<file path="src/rtl/serial_comparator_32b_rtl.sv">
// Byte-serial 32-bit comparator: MSB byte first, stops at the first differing byte.
// Accept-to-result 2..5 cycles; result held in DONE while ostream_rdy=0, no new request accepted.
module serial_comparator_32b_rtl (
  input  logic        clk,
  input  logic        reset,
  input  logic        istream_val,
  output logic        istream_rdy,
  input  logic [31:0] in0,
  input  logic [31:0] in1,
  input  logic        is_signed,
  output logic        ostream_val,
  input  logic        ostream_rdy,
  output logic        eq,
  output logic        lt
);

  typedef enum logic [1:0] {IDLE, CALC, DONE} state_t;

  state_t      state_q, state_d;
  logic [1:0]  k_q, k_d;
  logic [31:0] a_q, a_d, b_q, b_d;
  logic        sgn_q, sgn_d;
  logic        eq_q, eq_d, lt_q, lt_d;
  logic [7:0]  a_byte, b_byte;

  always_comb begin
    a_byte = a_q[31:24];
    b_byte = b_q[31:24];
    case (k_q)
      2'd0: begin a_byte = a_q[31:24]; b_byte = b_q[31:24]; end
      2'd1: begin a_byte = a_q[23:16]; b_byte = b_q[23:16]; end
      2'd2: begin a_byte = a_q[15:8];  b_byte = b_q[15:8];  end
      default: begin a_byte = a_q[7:0]; b_byte = b_q[7:0]; end
    endcase
  end

  // Handshake outputs are gated by reset so nothing is offered while it is held.
  always_comb begin
    state_d     = state_q;
    k_d         = k_q;
    a_d         = a_q;
    b_d         = b_q;
    sgn_d       = sgn_q;
    eq_d        = eq_q;
    lt_d        = lt_q;
    istream_rdy = (state_q == IDLE) && !reset;
    ostream_val = (state_q == DONE) && !reset;

    case (state_q)
      IDLE: begin
        if (istream_val && istream_rdy) begin
          a_d     = in0;
          b_d     = in1;
          sgn_d   = is_signed;
          k_d     = 2'd0;
          state_d = CALC;
        end
      end
      CALC: begin
        if (a_byte != b_byte) begin
          eq_d = 1'b0;
          // Only the top byte carries the sign; mismatched signs decide outright.
          if ((k_q == 2'd0) && sgn_q && (a_q[31] != b_q[31])) lt_d = a_q[31];
          else                                                lt_d = (a_byte < b_byte);
          state_d = DONE;
        end else if (k_q == 2'd3) begin
          eq_d    = 1'b1;
          lt_d    = 1'b0;
          state_d = DONE;
        end else begin
          k_d = k_q + 2'd1;
        end
      end
      DONE: begin
        if (ostream_rdy) state_d = IDLE;
      end
      default: state_d = IDLE;
    endcase
  end

  always_ff @(posedge clk) begin
    if (reset) begin
      state_q <= IDLE;
      k_q     <= 2'd0;
      a_q     <= 32'd0;
      b_q     <= 32'd0;
      sgn_q   <= 1'b0;
      eq_q    <= 1'b0;
      lt_q    <= 1'b0;
    end else begin
      state_q <= state_d;
      k_q     <= k_d;
      a_q     <= a_d;
      b_q     <= b_d;
      sgn_q   <= sgn_d;
      eq_q    <= eq_d;
      lt_q    <= lt_d;
    end
  end

  assign eq = eq_q;
  assign lt = lt_q;

endmodule
</file>
<file path="config.mk">
export PLATFORM = sky130hd
export DESIGN_NAME = serial_comparator_32b_rtl
export DESIGN_NICKNAME = d
export VERILOG_FILES = /design/src/rtl/serial_comparator_32b_rtl.sv
export SDC_FILE = /design/constraint.sdc
export NUM_CORES = 1
export LEC_CHECK = 0
export CORE_ASPECT_RATIO = 0.7
export CORE_MARGIN = 3
export CORE_UTILIZATION = 28
export CTS_CLUSTER_SIZE = 14
export DETAILED_ROUTE_END_ITERATION = 8
export PLACE_DENSITY_LB_ADDON = 0.12
export SETUP_SLACK_MARGIN = 0.1
export SYNTH_ARGS = -nofsm -noshare
export SYNTH_HDL_FRONTEND = slang
export SYNTH_SLANG_ARGS = --single-unit
</file>
<file path="constraint.sdc">
create_clock -name clk -period 3.5 [get_ports clk]
set_clock_uncertainty 0.1 [all_clocks]
set_input_delay 1.05 -clock clk [delete_from_list [all_inputs] [get_ports clk]]
set_output_delay 1.05 -clock clk [all_outputs]
set_load 0.02 [all_outputs]
</file>
# After elaboration in Yosys (flattened, before gate mapping)
# Cells that the tools add are included.
# W data, S select, Z words.
word_totals:
  output_inout_bits: 4
  in_bits: 69
  reg_bits: 71
op_classes:
  magnitude_cmp: 1
  eq_ne: 12
  muxes: 16
  reduce_logical: 14
  n_addsub: 1
ops:
  columns: ["op", "count"]
  rows:
  - ["$pmux W8 S3", 2]
  - ["$mux W2", 7]
  - ["$lt A8 B8 Y1", 1]
  - ["$ne A8 B8 Y1", 1]
  - ["$eq A2 B2 Y1 const B", 3]
  - ["$ne A2 B2 Y1 const B", 3]
  - ["$pmux W2 S3", 1]
  - ["$logic_and A1 B1 Y1", 5]
  - ["$mux W1", 5]
  - ["$eq A2 B1 Y1 const B", 2]
  - ["$logic_not A2 Y1", 2]
  - ["$pmux W2 S2", 1]
  - ["$reduce_and A2 Y1", 2]
  - ["$reduce_and A4 Y1", 1]
  - ["$reduce_bool A2 Y1", 2]
  - ["$ne A3 B3 Y1 const B", 1]
  - ["$reduce_and A3 Y1", 1]
  - ["$add A2 B1 Y2 const B", 1]
  - ["$ne A2 B1 Y1 const B", 1]
  - ["$logic_not A1 Y1", 1]
  - ["$ne A1 B1 Y1", 1]

# Longest topological paths before layout
# Gate-level depths: netlist (run 1).
logic_depth:
  word_depth: 5
  mapped_depth: 13

# Worst setup path before layout (run 1)
# OpenSTA, ideal clock, no wires.
synth_timing:
  path_kind: "input-to-output"
  start: "input reset"
  end: "output ostream_val"
  t_arrival_ns: 2.082
  required_ns: 2.350
  stages: 4
  slack_ns: 0.268
  cell_sequence: "buf_2 > buf_2 > buf_2 > nor3b_1"
synth_between:
  elab_chain_len: 2
synth_lines:
  columns: ["item", "line", "text"]
  rows:
  - ["start, declared", "5", "input logic reset,"]
  - ["$logic_not A1 Y1", "47", "ostream_val = (state_q == DONE) && !reset;"]
  - ["$logic_and A1 B1 Y1", "47", null]
  - ["end, declared", "11", "output logic ostream_val,"]
# No other way between the ends.

# Worst setup path after layout (run 1)
# Ends and elaborated chain as after synthesis.

==> results of run 1 <==
-- through the flow --
stage          power [mW]  hold WS, ps  cells  setup WS (ps)  area, µm²
2_1_floorplan        1.13          341    390            268       3340
3_3_place_gp         1.27          357    591            384       4120
3_5_place_dp         1.27          360    591            361       4120
4_1_cts              2.22          369    607            352       4430
5_1_grt              2.30          394    607            256       4430
6_report             2.20          370    607            362       4430
-- cell families (layout without fill, tap and decap cells) --
kind of cell / count (synthesis) / count (layout) / synth area share [%]
AOI/OAI and AO/OA: 104 / 104 / 20.1
DFF: 71 / 71 / 42.5
adders and majority gates: 12 / 12 / 4.49
buffers and inverters: 40 / 104 / 7.04
muxes: 10 / 10 / 3.00
and+or+nand+nor: 153 / 153 / 22.8
-- how the worst max path moves through the flow --
stage	slack, ps	end
global placement	380	ostream_val
CTS	350	ostream_val
floorplan	270	ostream_val
global route	260	k_q[1]
finish	360	ostream_val
detailed placement	360	ostream_val
-- sequential cells by signal, indices dropped and copies added, names as in the netlist --
name / cells
a_q: 32
b_q: 32
k_q: 2
state_q: 2
eq: 1
lt: 1
sgn_q: 1
-- power by group through the flow --
| stage | clock network [mW] | registers [mW] | logic, mW |
|---|---|---|---|
| floorplan | 0 | 0.926 | 0.203 |
| global placement | 0 | 0.944 | 0.322 |
| detailed placement | 0 | 0.943 | 0.327 |
| CTS | 0.964 | 0.926 | 0.329 |
| global route | 0.993 | 0.934 | 0.368 |
| finish | 0.944 | 0.926 | 0.325 |
-- synthesized netlist by cell type, drive strengths merged --
library cell | number | area (µm²)
clkinv | 1 | 3.75
a21oi | 7 | 35.0
dfxtp | 71 | 1420
buf | 15 | 140
mux2i | 10 | 100
and4 | 2 | 17.5
inv | 10 | 37.5
a32o | 1 | 10.0
o21ai | 69 | 345
ha | 12 | 150
nor3b | 1 | 7.51
and2 | 1 | 6.26
a222oi | 16 | 160
nor3 | 2 | 20.0
nand3 | 1 | 5.00
or3b | 1 | 8.76
nor2b | 3 | 18.8
nand2b | 58 | 363
clkbuf | 14 | 53.8
nor2 | 8 | 30.0
a211oi | 2 | 15.0
o31ai | 8 | 100
nand2 | 76 | 285
o211ai | 1 | 7.51
-- worst min-delay path, cell delays in order, from the launching register on --
cell and delay (ps):
dfxtp_1 300, nand2b_1 60, o21ai_0 60
-- per-layer routing --
layer  up-vias  GRT usage (%)  wire length, µm
li1       1456              -                -
met1      1287           21.7             4860
met2        75           18.2             3480
met3         9           4.40              527
met4         0           3.49               97
met5         -              0                0
-- cell type report --
class	instances	area share, %
Clock buffer	13	6.10
Clock inverter	3	0.904
Tap cell	153	4.32
Inverter	11	0.932
Timing Repair Buffer	77	17.6
Multi-Input combinational cell	279	38.1
Sequential cell	71	32.1
==> summary.txt, run 1 <==
Setup path
  • CP bufs+invs: 2
  • Crit path launch type: primary input
  • Critical Path Start: reset
  • Slowest cell on the critical path: clkdlybuf4s50_1
  • Worst reg2reg path depth: 11
  • Worst R2R Setup Slack: 430 ps
  • R2r startpoint: k_q[0]
  • Max FO, Critical Path: 3
  • Critical Path RT: 2350 ps
  • Worst path depth: 3
  • Critical-path cell list: buf_2, nor3b_1, clkdlybuf4s50_1
  • Crit path largest cell delay: 630 ps
  • Worst path top cell family by delay: buffers and inverters
  • Crit path capture type: primary output
  • Critical Path AT: 1990 ps
  • Worst flop-to-flop path endpoint: k_q[1]
  • CP Class: primary input to primary output

Pwr
  • Pwr per Cell Area: 495 nW/µm²
  • Comb pwr share: 14.8%
  • Clk pwr share: 43.0%
  • Static leakage: 1.66 nW
  • Peak supply drop: 264 µV
  • Sw power: 0.536 mW
  • P_int: 1.66 mW
  • Sw Ratio: 24.4%
  • Reg power frac: 42.2%

Floorplan
  • Initial core utilization: 29.5%
  • Top-Level Pins: 73
  • Die Ht: 97.4 µm
  • # rows: 32
  • Die X: 137 µm
  • Die area: 13300 µm²
  • Core Area: 11300 µm²

Min path
  • Hold path startpoint: b_q[7]
  • Worst Hold Path EP: b_q[7]
  • Worst hold path type: flip-flop to flip-flop
  • Hold path depth: 2

Final layout
  • FILL cells: 1148
  • Register area: 1420 µm²
  • Area Growth Syn to Fin: 32.6%
  • Layout cells sized above 1: 7.27%
  • Final nets: 530
  • Commonest non-fill, non-tap cell in the layout: nand2_1
  • Most frequent cells in the layout: 76 x nand2_1, 71 x dfxtp_1, 71 x clkdlybuf4s50_1, 64 x o21ai_0, 58 x nand2b_1
  • Area of the multi-input gates: 1690 µm²
  • Layout Utilization: 39.1%
  • Diode count: 0

STA
  • Final min period: 3140 ps
  • Tcrit/Tclk final: 89.6%
  • RSZ-0062 raised after global routing: false
  • Max-slew violation count: 0
  • Worst-Margin Slew: 737 ps
  • FMAX: 0.319 GHz
  • Worst rel slew slack: 50.9%
  • Fin Setup TNS: 0 ps
  • Setup Viol. Count Final: 0
  • Final Hold Vio Count: 0

Routing
  • Via/cell ratio: 4.66
  • DRC errors left: 0
  • Routed WL per cell: 14.8 µm
  • Violation count after the first detailed-routing iteration: 300
  • Total wire length: 8.97 mm
  • Vias: 2827
  • Post-DRT Antenna Nets: 0
  • Pre-Repair DR Iteration Count: 8

Global routing
  • Global-route wire length before repair: 14.5 mm
  • Initial antenna violation count: 0
  • Vias in the first global route: 2850
  • GRT Residual Overflow: 0
  • Largest net degree at the start of global routing: 73
  • Gr usage total: 13.9%

CTS
  • CTS tree: done
  • Root Driver: clkbuf_16
  • Deepest level of the CTS H-tree: 3
  • CTS buffer count: 9
  • Clock sink count: 71
  • Hold-fix buffers, CTS: 0
  • Clk pin slew, worst setup/hold paths: 50 ps
  • Resize count post-CTS: 0
  • Post-CTS setup buffer count: 0
  • Clk Latency, worst-skew pair: 330 ps
  • CTS Buffer Depth: 2

Synthesis
  • Register area share after synthesis: 42.5%
  • Syn Area/Cell: 8.57 µm²
  • Synth warnings: 0
  • Synth Net Count: 471
  • Cell area after synthesis: 3340 µm²
  • #FFs+latches synth: 71
  • Synthesized instance count: 390
  • Synth unique cells: 29

Status
  • Status: completed

Place
  • Detailed placer's ending HPWL: 6.34 mm
  • GPL Wtd Cong: 0.749
  • PortBufs: 72

Flow run
  • Max-Cap Viols: 0
Power figures use the tool's default switching activity.
==> inputs of run 2 (changes only) <==
==> constraint.sdc (replaced) <==
create_clock -name clk -period 3.5 [get_ports clk]
set_clock_uncertainty 0.1 [all_clocks]
set_input_delay 1.05 -clock clk [delete_from_list [all_inputs] [get_ports clk]]
set_output_delay 1.05 -clock clk [all_outputs]
set_load 0.1 [all_outputs]
==> run 2 against run 1 <==
Net effect: cell count unchanged; register-to-register slack improved by 95 ps; routed wire length decreased by 1.7%; global-route usage increased by 0.17 points; design area increased by 0.31%; highest routed layer unchanged; critical path type is now flip-flop to flip-flop.
==> summary.txt, run 2 (same netlist as run 1, synthesis figures left out) <==
Global routing
  • Vias in the first global route: 2890 (+1.4%)
  • GRT Residual Overflow: 0 (unchanged)
  • Global-route wire length before repair: 14.6 mm (+0.43%)
  • Initial antenna violation count: 0 (unchanged)
  • Largest net degree at the start of global routing: 73 (unchanged)
  • Gr usage total: 14.1% (+0.17 points)

Routing
  • Post-DRT Antenna Nets: 0 (unchanged)
  • Vias: 2851 (+0.85%)
  • Violation count after the first detailed-routing iteration: 244 (-19%)
  • Routed WL per cell: 14.5 µm (-1.7%)
  • Via/cell ratio: 4.70 (+0.85%)
  • Total wire length: 8.82 mm (-1.7%)
  • DRC errors left: 0 (unchanged)
  • Pre-Repair DR Iteration Count: 6 (-2)

Final layout
  • Layout cells sized above 1: 8.37% (+1.1 points)
  • Register area: 1420 µm² (unchanged)
  • FILL cells: 1161 (+1.1%)
  • Area Growth Syn to Fin: 33.0%
  • Layout Utilization: 39.2% (+0.12 points)
  • Final nets: 530 (unchanged)
  • Diode count: 0 (unchanged)
  • Finished Layout Cells: 607 (unchanged)
  • Commonest non-fill, non-tap cell in the layout: nand2_1
  • Most frequent cells in the layout: 76 x nand2_1, 71 x dfxtp_1, 67 x clkdlybuf4s50_1, 64 x o21ai_0, 58 x nand2b_1
  • Largest regs: a_q x32, b_q x32
  • Area of the multi-input gates: 1700 µm² (+0.67%)

CTS
  • Hold-fix buffers, CTS: 0 (unchanged)
  • Clock sink count: 71 (unchanged)
  • CTS tree: done
  • CTS Buffer Depth: 2 (unchanged)
  • Root Driver: clkbuf_16
  • Deepest level of the CTS H-tree: 3 (unchanged)
  • Clk pin slew, worst setup/hold paths: 60 ps (about the same)
  • CTS buffer count: 9 (unchanged)
  • Clk Latency, worst-skew pair: 340 ps (about the same)
  • Post-CTS setup buffer count: 0 (unchanged)
  • Resize count post-CTS: 0 (unchanged)

Setup path
  • Critical Path RT: 3600 ps (+1250 ps)
  • Worst reg2reg path depth: 10 (-1)
  • R2r startpoint: k_q[0]
  • Crit path capture type: flip-flop
  • Max FO, Critical Path: 16 (+13)
  • CP Class: flip-flop to flip-flop
  • Worst R2R Setup Slack: 530 ps (+100 ps)
  • Critical Path AT: 3070 ps (+1080 ps)
  • Crit path launch type: flip-flop
  • Worst flop-to-flop path endpoint: k_q[0]

STA
  • FMAX: 0.336 GHz (+5.5%)
  • Setup Viol. Count Final: 0 (unchanged)
  • Fin Setup TNS: 0 ps (unchanged)
  • Final min period: 2970 ps (-163 ps)
  • Worst-Margin Slew: 673 ps (-64.1 ps)
  • Final Hold Vio Count: 0 (unchanged)
  • Worst rel slew slack: 55.1% (+4.3 points)
  • Tcrit/Tclk final: 85.0% (-4.6 points)
  • Max-slew violation count: 0 (unchanged)
  • RSZ-0062 raised after global routing: false

Place
  • Placed cells: 591 (unchanged)
  • GPL Wtd Cong: 0.751 (+0.36%)
  • Detailed placer's ending HPWL: 6.35 mm (+0.24%)
  • PortBufs: 72 (unchanged)

Min path
  • Hold path startpoint: b_q[7]
  • Hold path depth: 2 (unchanged)
  • Worst Hold Path EP: b_q[7]
  • Worst hold path type: flip-flop to flip-flop

Floorplan
  • Die Ht: 97.4 µm (unchanged)
  • # rows: 32 (unchanged)
  • Die X: 137 µm (unchanged)
  • Die area: 13300 µm² (unchanged)
  • Top-Level Pins: 73 (unchanged)
  • Core Area: 11300 µm² (unchanged)
  • Initial core utilization: 29.5% (unchanged)

Pwr
  • Pwr per Cell Area: 499 nW/µm² (+0.68%)
  • Tot Pwr: 2.22 mW (+0.99%)
  • Peak supply drop: 268 µV (+1.5%)
  • Static leakage: 1.68 nW (+0.82%)

Status
  • Status: completed

Flow run
  • Max-Cap Viols: 0 (unchanged)
run 2: changes by cell type in the layout (fill, tap and decap cells not counted), sizes merged:
| cell | before | now |
|---|---|---|
| clkdlybuf4s50 | 71 | 67 |
| buf | 6 | 10 |
run 2: power by group:
group          leakage (nW)  internal, mW  switching, mW  total [mW]
Clock                 0.156         0.607          0.334       0.942
Sequential            0.584         0.881         0.0474       0.928
Combinational         0.936         0.172          0.174       0.347
Total                  1.68          1.66          0.556        2.22
run 2: worst max-delay path, cell delays in order, from the launching register on:
cell and delay (ps):
dfxtp_1 380, inv_1 110, ha_1 430, a222oi_1 480
mux2i_1 140, ha_1 310, and4_1 200, nand2_1 130
nor3_2 270, mux2i_1 230, nor2_1 60
run 2: worst max-delay path by stage:
stage | startpoint | to | slack (ps)
after detailed placement | k_q[0] | k_q[0] | 580
after CTS | k_q[0] | k_q[0] | 560
after global routing | k_q[0] | k_q[0] | 330
after floorplan | reset | ostream_val | 80
after global placement | k_q[0] | k_q[0] | 710
final | k_q[0] | k_q[0] | 530
run 2: final cells by class:
| type | count | share of cell area (%) |
|---|---|---|
| timing repair buffer | 77 | 17.6 |
| clock inverter | 3 | 0.901 |
| inverter | 11 | 0.929 |
| clock buffer | 13 | 6.08 |
| sequential | 71 | 32.0 |
| tap | 153 | 4.31 |
| multi-input combinational | 279 | 38.2 |
run 2: metal layers:
metal | track usage (%) | up-vias | wire length (µm)
met4 | 4.65 | 0 | 113
li1 | - | 1450 | -
met5 | 0 | - | 0
met2 | 18.1 | 71 | 3480
met3 | 4.61 | 9 | 435
met1 | 21.6 | 1321 | 4790
run 2: metrics by stage:
stage | setup WS, ps | cell area (µm²) | hold WS (ps)
floorplan | 78.2 | 3380 | 341
global placement | 711 | 4130 | 357
detailed placement | 578 | 4130 | 364
CTS | 563 | 4440 | 373
global route | 327 | 4440 | 390
finish | 525 | 4440 | 373
==> inputs of run 3 (changes only) <==
==> constraint.sdc (replaced) <==
create_clock -name clk -period 2.8 [get_ports clk]
set_clock_uncertainty 0.1 [all_clocks]
set_input_delay 0.84 -clock clk [delete_from_list [all_inputs] [get_ports clk]]
set_output_delay 0.84 -clock clk [all_outputs]
set_load 0.1 [all_outputs]
==> run 3 against run 2 <==
Net effect: combinational power rose by 39%; global-route usage rose by 0.28 points; via count rose by 2.2%; highest routed layer unchanged; critical path type unchanged; setup slack got worse by 380 ps; cell count rose by 2.0%; sequential share of layout area fell by 1.6 points; clock power rose by 44%.
==> summary.txt, run 3 (same netlist as run 1, synthesis figures left out) <==
Setup path
  • Crit path capture type: flip-flop
  • CP Class: flip-flop to flip-flop
  • Max FO, Critical Path: 9 (-7)
  • Critical Path RT: 2900 ps (-700 ps)
  • Critical Path AT: 2750 ps (-320 ps)
  • Crit path launch type: flip-flop

Place
  • PortBufs: 72 (unchanged)
  • Detailed placer's ending HPWL: 6.34 mm (-0.21%)
  • GPL Wtd Cong: 0.780 (+3.8%)

Final layout
  • Area Growth Syn to Fin: 40.7%
  • Commonest non-fill, non-tap cell in the layout: nand2_1
  • Diode count: 0 (unchanged)
  • Most frequent cells in the layout: 75 x nand2_1, 69 x dfxtp_1, 67 x clkdlybuf4s50_1, 61 x o21ai_0, 58 x nand2b_1
  • Layout cells sized above 1: 13.5% (+5.1 points)
  • Final nets: 542 (+2.3%)
  • Largest regs: a_q x32, b_q x32

Min path
  • Worst hold path type: flip-flop to flip-flop

Routing
  • Post-DRT Antenna Nets: 0 (unchanged)
  • Total wire length: 9.47 mm (+7.4%)
  • Routed WL per cell: 15.3 µm (+5.3%)
  • Pre-Repair DR Iteration Count: 6 (unchanged)
  • DRC errors left: 0 (unchanged)
  • Vias: 2913 (+2.2%)
  • Via/cell ratio: 4.71 (+0.19%)
  • Violation count after the first detailed-routing iteration: 298 (+22%)

Status
  • Status: completed

STA
  • Fin Setup TNS: 0 ps (unchanged)
  • Max-slew violation count: 0 (unchanged)
  • Tcrit/Tclk final: 94.7% (+9.7 points)
  • Final Hold Vio Count: 0 (unchanged)
  • Worst-Margin Slew: 626 ps (-46.9 ps)
  • Final min period: 2650 ps (-323 ps)
  • Setup Viol. Count Final: 0 (unchanged)
  • RSZ-0062 raised after global routing: true
  • FMAX: 0.377 GHz (+12%)
  • Worst rel slew slack: 58.3% (+3.1 points)

Floorplan
  • Die area: 13300 µm² (unchanged)
  • Die X: 137 µm (unchanged)
  • Initial core utilization: 29.5% (unchanged)
  • Top-Level Pins: 73 (unchanged)
  • Die Ht: 97.4 µm (unchanged)
  • # rows: 32 (unchanged)
  • Core Area: 11300 µm² (unchanged)

Global routing
  • Initial antenna violation count: 0 (unchanged)
  • GR met2 Demand/Resource: 18.4% (+0.26 points)
  • Largest net degree at the start of global routing: 73 (unchanged)
  • Grt met3 use: 5.69% (+1.1 points)
  • Gr usage total: 14.4% (+0.28 points)
  • Global-route wire length before repair: 14.9 mm (+1.7%)
  • Vias in the first global route: 2894 (+0.14%)
  • GRT Residual Overflow: 0 (unchanged)
  • Routing usage on met1: 21.7% (+0.082 points)
  • Busiest grt layer: met1

Flow run
  • Max-Cap Viols: 0 (unchanged)

CTS
  • Clock sink count: 71 (unchanged)
  • CTS buffer count: 9 (unchanged)
  • Clk Latency, worst-skew pair: 340 ps (about the same)
  • Deepest level of the CTS H-tree: 3 (unchanged)
  • Hold-fix buffers, CTS: 0 (unchanged)
  • Root Driver: clkbuf_16
  • Clk pin slew, worst setup/hold paths: 60 ps (about the same)
  • CTS Buffer Depth: 2 (unchanged)
  • CTS tree: done

Pwr
  • Tot Pwr: 3.00 mW (+35%)
  • Sw power: 0.740 mW (+33%)
  • Static leakage: 1.79 nW (+6.6%)
  • Reg power frac: 38.7% (-3.2 points)
  • P_int: 2.26 mW (+36%)
  • Comb pwr share: 16.0% (+0.4 points)
  • Peak supply drop: 337 µV (+26%)
  • Sw Ratio: 24.7% (-0.43 points)
  • Pwr per Cell Area: 638 nW/µm² (+28%)
  • Clk pwr share: 45.2% (+2.7 points)
-- run 3: repair_timing --
action / 4_1_cts / 5_1_grt
resized for setup: 12 / 20
setup buffers: 2 / 11
setup endpoints to repair: 5 / 5
pin swaps: 3 / 13
hold endpoints to repair: 0 / 0
-- run 3: cell type report --
| class | instances | area (µm²) |
|---|---|---|
| timing repair buffer | 89 | 908 |
| multi-input combinational | 279 | 1770 |
| clock buffer | 11 | 253 |
| clock inverter | 5 | 104 |
| tap | 153 | 191 |
| sequential | 71 | 1430 |
| fill | 1141 | 6630 |
| inverter | 11 | 46.3 |
-- run 3: through the flow --
stage                     worst slack (ps)  std cells  instance area, µm²  util (%)  hold WS, ps
after global placement               -29.4        590                4150      36.6          359
after detailed placement              -178        590                4150      36.6          366
after floorplan                       -202        390                3390         -          341
after CTS                              140        608                4570      40.3          378
final                                  148        619                4700      41.5          376
after global routing                  16.2        619                4700      41.5          401
-- run 3: metal layers --
metal / vias to the layer above / wire, µm / part of all wire (%)
li1: 1484 / - / -
met1: 1334 / 4830 / 51
met2: 82 / 3810 / 40
met3: 13 / 677 / 7.1
met4: 0 / 147 / 1.6
met5: - / 0 / 0
-- run 3: power by group through the flow --
stage	Clock (mW)	Sequential [mW]	Combinational [mW]
after floorplan	0	1.17	0.274
after global placement	0	1.19	0.431
after detailed placement	0	1.18	0.439
after CTS	1.38	1.16	0.450
after global routing	1.42	1.17	0.540
final	1.36	1.16	0.481
-- run 3: worst paths after layout --
check / slack [ps] / startpoint / cells past startpoint / to
max: 150 / k_q[0] / 10 / k_q[0]
min: 380 / b_q[24] / 2 / b_q[24]
max reg2reg: 150 / k_q[0] / 10 / k_q[0]
min reg2reg: 380 / b_q[24] / 2 / b_q[24]
-- run 3: critical path, stage by stage, from the launching register on --
cell and delay [ps]:
dfxtp_4 360, buf_4 140, ha_4 200, a222oi_1 380, mux2i_1 170, ha_1 330, and4_4 240, nand2_4 80
nor3_4 190, mux2i_1 260, nor2_1 70
